==> src/rtl/mips_pkg.sv <==
// rtl/mips_pkg.sv - opcodes, FSM states and ALU control encodings for mips_multicycle
package mips_pkg;

  localparam logic [5:0] OP_RTYPE = 6'b000000;
  localparam logic [5:0] OP_J     = 6'b000010;
  localparam logic [5:0] OP_BEQ   = 6'b000100;
  localparam logic [5:0] OP_BNE   = 6'b000101;
  localparam logic [5:0] OP_ADDI  = 6'b001000;
  localparam logic [5:0] OP_LW    = 6'b100011;
  localparam logic [5:0] OP_SW    = 6'b101011;

  localparam logic [5:0] FN_ADD = 6'b100000;
  localparam logic [5:0] FN_SUB = 6'b100010;
  localparam logic [5:0] FN_AND = 6'b100100;
  localparam logic [5:0] FN_OR  = 6'b100101;
  localparam logic [5:0] FN_SLT = 6'b101010;

  localparam logic [2:0] ALU_AND = 3'b000;
  localparam logic [2:0] ALU_OR  = 3'b001;
  localparam logic [2:0] ALU_ADD = 3'b010;
  localparam logic [2:0] ALU_SUB = 3'b110;
  localparam logic [2:0] ALU_SLT = 3'b111;

  typedef enum logic [3:0] {
    FETCH, DECODE, MEMADR, MEMREAD, MEMWB, MEMWRITE, EXECUTE,
    ALUWB, BRANCH, ADDIEX, ADDIWB, JUMP, TRAP
  } state_t;

  // slt follows the sign of the raw difference, matching the single-cycle ALU
  function automatic logic [31:0] alu(input logic [2:0] ctl, input logic [31:0] a,
                                      input logic [31:0] b);
    logic [31:0] diff;
    diff = a - b;
    case (ctl)
      ALU_SUB: return diff;
      ALU_AND: return a & b;
      ALU_OR:  return a | b;
      ALU_SLT: return {31'd0, diff[31]};
      default: return a + b;
    endcase
  endfunction

endpackage

==> src/rtl/mips_mc_fsm.sv <==
// rtl/mips_mc_fsm.sv - multicycle control FSM; bne decode enabled by MIPS_MC_BNE_EN
module mips_mc_fsm
  import mips_pkg::*;
(
  input  logic       clk,
  input  logic       reset,
  input  logic [5:0] op,
  input  logic [5:0] funct,
  input  logic       mem_ready,
  output logic       mem_req,
  output logic       mem_we,
  output logic       iord,
  output logic       irwrite,
  output logic       datawrite,
  output logic       pcwrite,
  output logic       branch,
  output logic       branch_ne,
  output logic [1:0] pcsrc,
  output logic       regwrite,
  output logic       regdst,
  output logic       memtoreg,
  output logic       alusrca,
  output logic [1:0] alusrcb,
  output logic [2:0] alucontrol,
  output logic       aluoutwrite,
  output logic       trap
);

  state_t state, state_next;

  always_ff @(posedge clk or posedge reset) begin
    if (reset) state <= FETCH;
    else       state <= state_next;
  end

  always_comb begin
    state_next  = state;
    mem_req     = 1'b0;
    mem_we      = 1'b0;
    iord        = 1'b0;
    irwrite     = 1'b0;
    datawrite   = 1'b0;
    pcwrite     = 1'b0;
    branch      = 1'b0;
    branch_ne   = (op == OP_BNE);
    pcsrc       = 2'b00;
    regwrite    = 1'b0;
    regdst      = 1'b0;
    memtoreg    = 1'b0;
    alusrca     = 1'b0;
    alusrcb     = 2'b00;
    alucontrol  = ALU_ADD;
    aluoutwrite = 1'b0;
    trap        = 1'b0;
    case (state)
      FETCH: begin
        mem_req = 1'b1;
        alusrcb = 2'b01;
        irwrite = mem_ready;
        pcwrite = mem_ready;
        if (mem_ready) state_next = DECODE;
      end
      DECODE: begin
        alusrcb     = 2'b11;
        aluoutwrite = 1'b1;
        case (op)
          OP_LW, OP_SW: state_next = MEMADR;
          OP_RTYPE:     state_next = EXECUTE;
          OP_BEQ:       state_next = BRANCH;
`ifdef MIPS_MC_BNE_EN
          OP_BNE:       state_next = BRANCH;
`endif
          OP_ADDI:      state_next = ADDIEX;
          OP_J:         state_next = JUMP;
          default:      state_next = TRAP;
        endcase
      end
      MEMADR, ADDIEX: begin
        alusrca     = 1'b1;
        alusrcb     = 2'b10;
        aluoutwrite = 1'b1;
        if (state == ADDIEX)   state_next = ADDIWB;
        else if (op == OP_LW)  state_next = MEMREAD;
        else                   state_next = MEMWRITE;
      end
      MEMREAD: begin
        mem_req   = 1'b1;
        iord      = 1'b1;
        datawrite = mem_ready;
        if (mem_ready) state_next = MEMWB;
      end
      MEMWB: begin
        regwrite   = 1'b1;
        memtoreg   = 1'b1;
        state_next = FETCH;
      end
      MEMWRITE: begin
        mem_req = 1'b1;
        mem_we  = 1'b1;
        iord    = 1'b1;
        if (mem_ready) state_next = FETCH;
      end
      EXECUTE: begin
        alusrca     = 1'b1;
        aluoutwrite = 1'b1;
        state_next  = ALUWB;
        case (funct)
          FN_ADD:  alucontrol = ALU_ADD;
          FN_SUB:  alucontrol = ALU_SUB;
          FN_AND:  alucontrol = ALU_AND;
          FN_OR:   alucontrol = ALU_OR;
          FN_SLT:  alucontrol = ALU_SLT;
          default: begin
            aluoutwrite = 1'b0;
            state_next  = TRAP;
          end
        endcase
      end
      ALUWB: begin
        regwrite   = 1'b1;
        regdst     = 1'b1;
        state_next = FETCH;
      end
      ADDIWB: begin
        regwrite   = 1'b1;
        state_next = FETCH;
      end
      BRANCH: begin
        alusrca    = 1'b1;
        alucontrol = ALU_SUB;
        branch     = 1'b1;
        pcsrc      = 2'b01;
        state_next = FETCH;
      end
      JUMP: begin
        pcwrite    = 1'b1;
        pcsrc      = 2'b10;
        state_next = FETCH;
      end
      TRAP:    trap = 1'b1;
      default: state_next = FETCH;
    endcase
  end

endmodule

==> src/rtl/mips_multicycle.sv <==
// rtl/mips_multicycle.sv - multicycle MIPS core, one shared memory port; bne via MIPS_MC_BNE_EN
module mips_multicycle
  import mips_pkg::*;
#(
  parameter logic [31:0] RESET_PC      = 32'h0000_0000,
  parameter bit          REG_INIT_ZERO = 1'b0
) (
  input  logic        clk,
  input  logic        reset,
  output logic        mem_req,
  output logic        mem_we,
  output logic [31:0] mem_addr,
  output logic [31:0] mem_wdata,
  input  logic [31:0] mem_rdata,
  input  logic        mem_ready,
  output logic [31:0] pc_out,
  output logic        trap
);

  logic [31:0] pc, ir, data_reg, a_reg, b_reg, aluout;
  logic [31:0] rd1, rd2, srca, srcb, alu_y, imm_ext, pc_next, wd, addr_mux;
  logic [31:0] rf [0:31];
  logic [4:0]  wa;
  logic        req_c, iord, irwrite, datawrite, pcwrite, branch, branch_ne;
  logic        regwrite, regdst, memtoreg, alusrca, aluoutwrite, zero, pc_en;
  logic [1:0]  pcsrc, alusrcb;
  logic [2:0]  alucontrol;

  mips_mc_fsm u_fsm (
    .clk(clk), .reset(reset), .op(ir[31:26]), .funct(ir[5:0]), .mem_ready(mem_ready),
    .mem_req(req_c), .mem_we(mem_we), .iord(iord), .irwrite(irwrite),
    .datawrite(datawrite), .pcwrite(pcwrite), .branch(branch), .branch_ne(branch_ne),
    .pcsrc(pcsrc), .regwrite(regwrite), .regdst(regdst), .memtoreg(memtoreg),
    .alusrca(alusrca), .alusrcb(alusrcb), .alucontrol(alucontrol),
    .aluoutwrite(aluoutwrite), .trap(trap)
  );

  assign imm_ext = {{16{ir[15]}}, ir[15:0]};
  assign rd1     = (ir[25:21] == 5'd0) ? 32'd0 : rf[ir[25:21]];
  assign rd2     = (ir[20:16] == 5'd0) ? 32'd0 : rf[ir[20:16]];
  assign wa      = regdst ? ir[15:11] : ir[20:16];
  assign wd      = memtoreg ? data_reg : aluout;
  assign srca    = alusrca ? a_reg : pc;

  always_comb begin
    case (alusrcb)
      2'b00:   srcb = b_reg;
      2'b01:   srcb = 32'd4;
      2'b10:   srcb = imm_ext;
      default: srcb = {imm_ext[29:0], 2'b00};
    endcase
  end

  assign alu_y = alu(alucontrol, srca, srcb);
  assign zero  = (alu_y == 32'd0);

  always_comb begin
    case (pcsrc)
      2'b01:   pc_next = aluout;
      2'b10:   pc_next = {pc[31:28], ir[25:0], 2'b00};
      default: pc_next = alu_y;
    endcase
  end

  // branch_ne flips the equality test so one BRANCH state serves beq and bne
  assign pc_en     = pcwrite | (branch & (zero ^ branch_ne));
  assign addr_mux  = iord ? aluout : pc;
  assign mem_addr  = addr_mux & ~32'd3;
  assign mem_wdata = b_reg;
  assign mem_req   = req_c & ~reset;
  assign pc_out    = pc;

  always_ff @(posedge clk or posedge reset) begin
    if (reset) begin
      pc       <= RESET_PC;
      ir       <= '0;
      data_reg <= '0;
      a_reg    <= '0;
      b_reg    <= '0;
      aluout   <= '0;
    end else begin
      if (pc_en)       pc       <= pc_next;
      if (irwrite)     ir       <= mem_rdata;
      if (datawrite)   data_reg <= mem_rdata;
      if (aluoutwrite) aluout   <= alu_y;
      a_reg <= rd1;
      b_reg <= rd2;
    end
  end

  generate
    if (REG_INIT_ZERO) begin : g_rf_rst
      always_ff @(posedge clk or posedge reset) begin
        if (reset) begin
          for (int i = 0; i < 32; i++) rf[i] <= '0;
        end else if (regwrite && wa != 5'd0) begin
          rf[wa] <= wd;
        end
      end
    end else begin : g_rf
      always_ff @(posedge clk) begin
        if (regwrite && wa != 5'd0) rf[wa] <= wd;
      end
    end
  endgenerate

endmodule

==> config.mk <==
export PLATFORM = sky130hd
export DESIGN_NAME = mips_multicycle
export DESIGN_NICKNAME = d
export VERILOG_FILES = /design/src/rtl/mips_pkg.sv /design/src/rtl/mips_mc_fsm.sv /design/src/rtl/mips_multicycle.sv
export SDC_FILE = /design/constraint.sdc
export NUM_CORES = 2
export LEC_CHECK = 0
export CAP_MARGIN = 15
export CORE_MARGIN = 5
export CORE_UTILIZATION = 60
export CTS_CLUSTER_DIAMETER = 40
export DETAILED_ROUTE_END_ITERATION = 8
export PLACE_DENSITY = 0.78
export SYNTH_ARGS = -nofsm -noshare
export SYNTH_HDL_FRONTEND = slang
export SYNTH_SLANG_ARGS = --single-unit
==> constraint.sdc <==
create_clock -name clk -period 24 [get_ports clk]
set_clock_uncertainty 0.05 [all_clocks]
set_input_delay 7.2 -clock clk [delete_from_list [all_inputs] [get_ports clk]]
set_output_delay 7.2 -clock clk [all_outputs]
set_load 0.005 [all_outputs]
After elaboration in Yosys (flattened, before gate mapping)
Memory sizes are Yosys's and may differ from the RTL's.
Index checks and enable logic that the tools add are counted.
Word-level totals
  logic and storage cells: 109
  memories: 1
  output and inout port bits: 99
  bits in writable memories: 1024
  register bits after elaboration: 196
  input port bits: 35
Memories
  rf: words 32, width 32, rd ports 2, clocked after Yosys merged registers in 0, write ports 1, RTL line mips_multicycle.sv:22  | logic [31:0] rf [0:31];
Cells by class
  eq/ne operators: 33
  muxes and demuxes: 37
  bitwise operators: 9
  $add $sub $neg: 2
  reductions and logical operators: 19
Operator list (count)
  two-way mux 32 bit: 5
  one-hot mux 32 bit (4 select lines): 1
  one-hot mux 32 bit (3 select lines): 1
  one-hot mux 32 bit (2 select lines): 1
  == test 6 bit, second input constant: 7
  adder 32 bit: 1
  AND 32 bit: 1
  zero test 32 bit: 1
  OR 32 bit: 1
  subtractor 32 bit: 1
  one-hot mux 4 bit (7 select lines): 1
  == test 4 bit, second input constant: 5
  two-way mux 4 bit: 5
  one-hot mux 4 bit (5 select lines): 1
  == test 4 x 3 -> 1 bit, second input constant: 4
  two-way mux 1 bit: 14
  == test 6 x 3 -> 1 bit, second input constant: 2
  one-hot mux 3 bit (4 select lines): 1
  zero test 5 bit: 2
  OR reduction 3 bit: 3
  == test 4 x 2 -> 1 bit, second input constant: 2
  == test 3 bit, second input constant: 2
  == test 6 x 2 -> 1 bit, second input constant: 1
  == test 6 x 4 -> 1 bit, second input constant: 1
  26 further kinds: 36

Logic depth before layout (Yosys ltp)
  word-level depth: 12
  mapped depth: 24
  gate-level depth less buffers: 22

By module
From an unflattened synthesis, not the netlist that was laid out.
Second synthesis, totals
  cells, all modules: 3932
  area, all modules: 61915.6 µm²
Modules (own cells, without submodules)
  mips_multicycle: times used 1, area each 61236.2 µm², cells each 3834, seq. area each 35554.1 µm²
  mips_mc_fsm: times used 1, area each 679.4 µm², cells each 98, seq. area each 100.1 µm²

Least setup slack after synthesis
Ideal clock, no wire load.
  kind: input to output
  from: input port reset
  to: output port mem_req
  required time: 16750 ps
  stages: 1
  arrival: 7392 ps
  slack: 9358 ps
  path buffers: 0
  path through: nor3_1
Between the ends
  cells in the longest elaborated chain, start to end: 2
Ends and longest elaborated chain
  start: declaration: RTL line mips_multicycle.sv:9  | input logic reset,
  NOT 1 bit: RTL line mips_multicycle.sv:70  | assign mem_req = req_c & ~reset;
  AND 1 bit: RTL line mips_multicycle.sv:70
  end: declaration: RTL line mips_multicycle.sv:10  | output logic mem_req,
Every way passes these cells.

Final worst setup path
Ends and elaborated chain as after synthesis.

==> impl_metrics.tcl <==
set metrics [dict create \
    grt_pass1_wl_mm 289 \
    arrival_ns 8.46 \
    cts.clk_slew.worst_paths_ns 0.05 \
    hold_class "reg -> reg" \
    synth_top_family_by_area "multiplexers" \
    cts_tree "done" \
    top_layer "met5" \
    met1Wirelength_mm 66.9 \
    area_growth_pct 12.4 \
    initialDrtViolationCount 6339 \
    rsz0062_at_grt "no" \
    crit_fanout 2 \
    multi_input_area_um2 25000 \
    syn_area_per_cell_um2 15.5 \
    routed-wl-met3_mm 30.4 \
    fin_tns_setup_ns 0 \
    synth_most_common_cell "edfxtp_1" \
    largest_reg_flops 1024 \
    h-tree-depth 4 \
    grt.overflow.total 0 \
    synth_fa_ha_area_share_pct 2.03 \
    max_slew_margin_pct 21.3 \
    yosysTopAreaCell "edfxtp_1" \
    power.density_nw_per_um2 167 \
    status "completed" \
    yosys-mux-area-fraction_pct 24.9 \
    syn_inst 3998 \
    synth_commonest_cells "1024 x edfxtp_1, 454 x mux4_2, 240 x nor2_1, 233 x mux2_2, 214 x mux2i_1" \
    finalSetupViolations 0 \
    vias 41839 \
    grt_antenna_before_repair 8 \
    max_flop_register "rf" \
    period_minus_slack_ns 15.71 \
    drt-total-wl_mm 202 \
    clk_latency_ns 0.74 \
    crit_top_cell "clkdlybuf4s50_1" \
    die_h_um 331 \
    synth-xor-area-share_pct 0.212 \
    worstMarginPinSlew_ns 1.18 \
    post-dp-hpwl_mm 117 \
    dieArea_um2 110000 \
    yosysUniqueCellTypes 81 \
    synthSimpleGateAreaFrac_pct 4.40 \
    cpPeakStageDelay_ns 0.53 \
    crit_chain "clkdlybuf4s50_1, nor3_1, clkdlybuf4s50_1" \
    nNetsFinal 4216 \
    nFillCells 6587 \
    async_reset_ff_share_pct 16.1 \
    synth_edf_count 1024 \
    critPathLaunchType "input pin" \
    drtPass1Iterations 7 \
    drive_above_1_share_pct 26.1 \
    synth_top_cell_area_share_pct 49.7 \
    hold_viol 0 \
    cp_slowest_cell "clkdlybuf4s50_1" \
    dp_slack_ns 8.29 \
    wl_per_cell_um 36.3 \
    io-pin-count 134 \
    clk_path_buf_depth 3 \
    cts_buffers 137 \
    dieWidth_um 331 \
    setup_ws_ns 8.29 \
    cp.required_ns 16.75 \
    place_congestion 0.958 \
    ys.flop_type "edfxtp_1" \
    cts_resized 0 \
    grt_usage_pct 36.9 \
    ys_ff_latch 1220 \
    cts.sinks 1220 \
    io_buffers 131 \
    holdBufCountCts 0 \
    critPathKind "in -> out" \
    end_kind "output port" \
    via_per_inst 7.51 \
    leakage_nw 24.0 \
    synthTopCellsByArea "edfxtp_1 50%, mux4_2 17%, dfrtp_1 7.9%" \
    worst_ir_drop_vdd_uv 140 \
    fmax_mhz 63.7 \
    synth_compound_area_share_pct 8.20 \
    synth_warnings 0 \
    grt_max_degree 136 \
    num_rows 117 \
    maxSlewViolCount 0 \
    first_global_vias 41904 \
    initial_utilization_pct 60.6 \
    syn-cell-area_um2 61800 \
    ys_seq_area_share_pct 57.7 \
    met2WireLength_mm 91.0 \
    maxCapViolations 0 \
    ff_latch_area_um2 35700 \
    ant_nets 0 \
    fin_crit_sh_pct 65.5 \
    cts_setup_buffers 0 \
    core_um2 102000 \
    drc 0 \
    cts-root-buf "clkbuf_16" \
]
-- layout make-up --
| cell class | instances | area share, % |
|---|---|---|
| Tap cell | 1368 | 2.46 |
| Multi-Input combinational cell | 2395 | 36.0 |
| Sequential cell | 1220 | 51.4 |
| Clock inverter | 78 | 1.22 |
| Clock buffer | 174 | 5.40 |
| Antenna cell | 7 | 0.0252 |
| Timing Repair Buffer | 220 | 2.92 |
| Inverter | 108 | 0.594 |
-- final timing paths --
kind                                            start  slack (ns)                         end  cells after the start
max                                             reset        8.29                     mem_req                      3
min                             aluout[1]$_DFFE_PP0P_        0.45       aluout[1]$_DFFE_PP0P_                      2
max reg2reg                u_fsm.state[1]$_DFFE_PP0P_       15.01      pc_out[26]$_DFFE_PP0P_                     21
min reg2reg                     aluout[1]$_DFFE_PP0P_        0.45       aluout[1]$_DFFE_PP0P_                      2
max in group asynchronous                       reset       15.22          ir[18]$_DFFE_PP0P_                      3
min in group asynchronous                       reset        7.00  u_fsm.state[1]$_DFFE_PP0P_                      2
-- power by group --
group          switching (W)  internal (W)
logic                0.00377       0.00240
registers           0.000403       0.00290
clock network       0.000876       0.00125
total                0.00504       0.00655
-- critical path: cells and delay by family --
| family | cells | cell delay (ns) |
|---|---|---|
| AND/OR/NAND/NOR | 1 | 0.22 |
| buffers and inverters | 2 | 1.04 |
-- per-stage QoR --
step	hold slack, ns	area (um^2)	util, %	power (W)	cells
global placement	0.431	64900	63.6	0.00916	5311
floorplan	0.408	62000	-	0.00719	4031
CTS	0.450	69500	68.1	0.0114	5563
finish	0.450	69500	68.1	0.0116	5570
global route	0.463	69500	68.1	0.0120	5563
detailed placement	0.438	64900	63.6	0.00924	5311
-- routing by layer --
layer,vias to the layer above,track usage [%]
met5,-,0
met4,2,20.7
met3,824,12.6
met2,3611,55.9
met1,20948,47.3
li1,16454,-
-- cells in the final DEF (no fill, tap or decap), types with 14 or more instances in the layout --
cell             instances
mux2_4                  26
ha_1                    96
clkdlybuf4s50_1        131
dfrtp_1                185
nand3_1                 27
mux4_2                 454
o31ai_1                 14
a221oi_1                67
a22oi_1                 19
o21ai_0                 76
buf_4                   85
inv_1                  107
nor2b_1                 19
clkbuf_16              144
a21o_1                  20
clkbuf_1                26
mux2i_1                214
conb_1                  34
nor4_1                  15
nand2_1                149
edfxtp_1              1024
a21oi_1                161
o221ai_1                57
mux2_2                 233
o22ai_1                 77
o211ai_1                26
clkinv_2                18
inv_6                   16
a211oi_1                30
a211o_1                 29
nand2b_1                18
nor2_1                 210
nor2_4                  31
nor3_1                  57
a22o_1                  16
-- kinds of logic (layout without fill, tap and decap cells) --
kind of cell	after synthesis	count (layout)
buffers and inverters	416	580
other	1	41
DFF	1220	1220
muxes	927	927
AOI/OAI and AO/OA	719	719
xor gates and xnor gates	15	15
and+or+nand+nor	601	601
adders and majority gates	99	99
No activity file was read; power rests on OpenSTA's default activity.
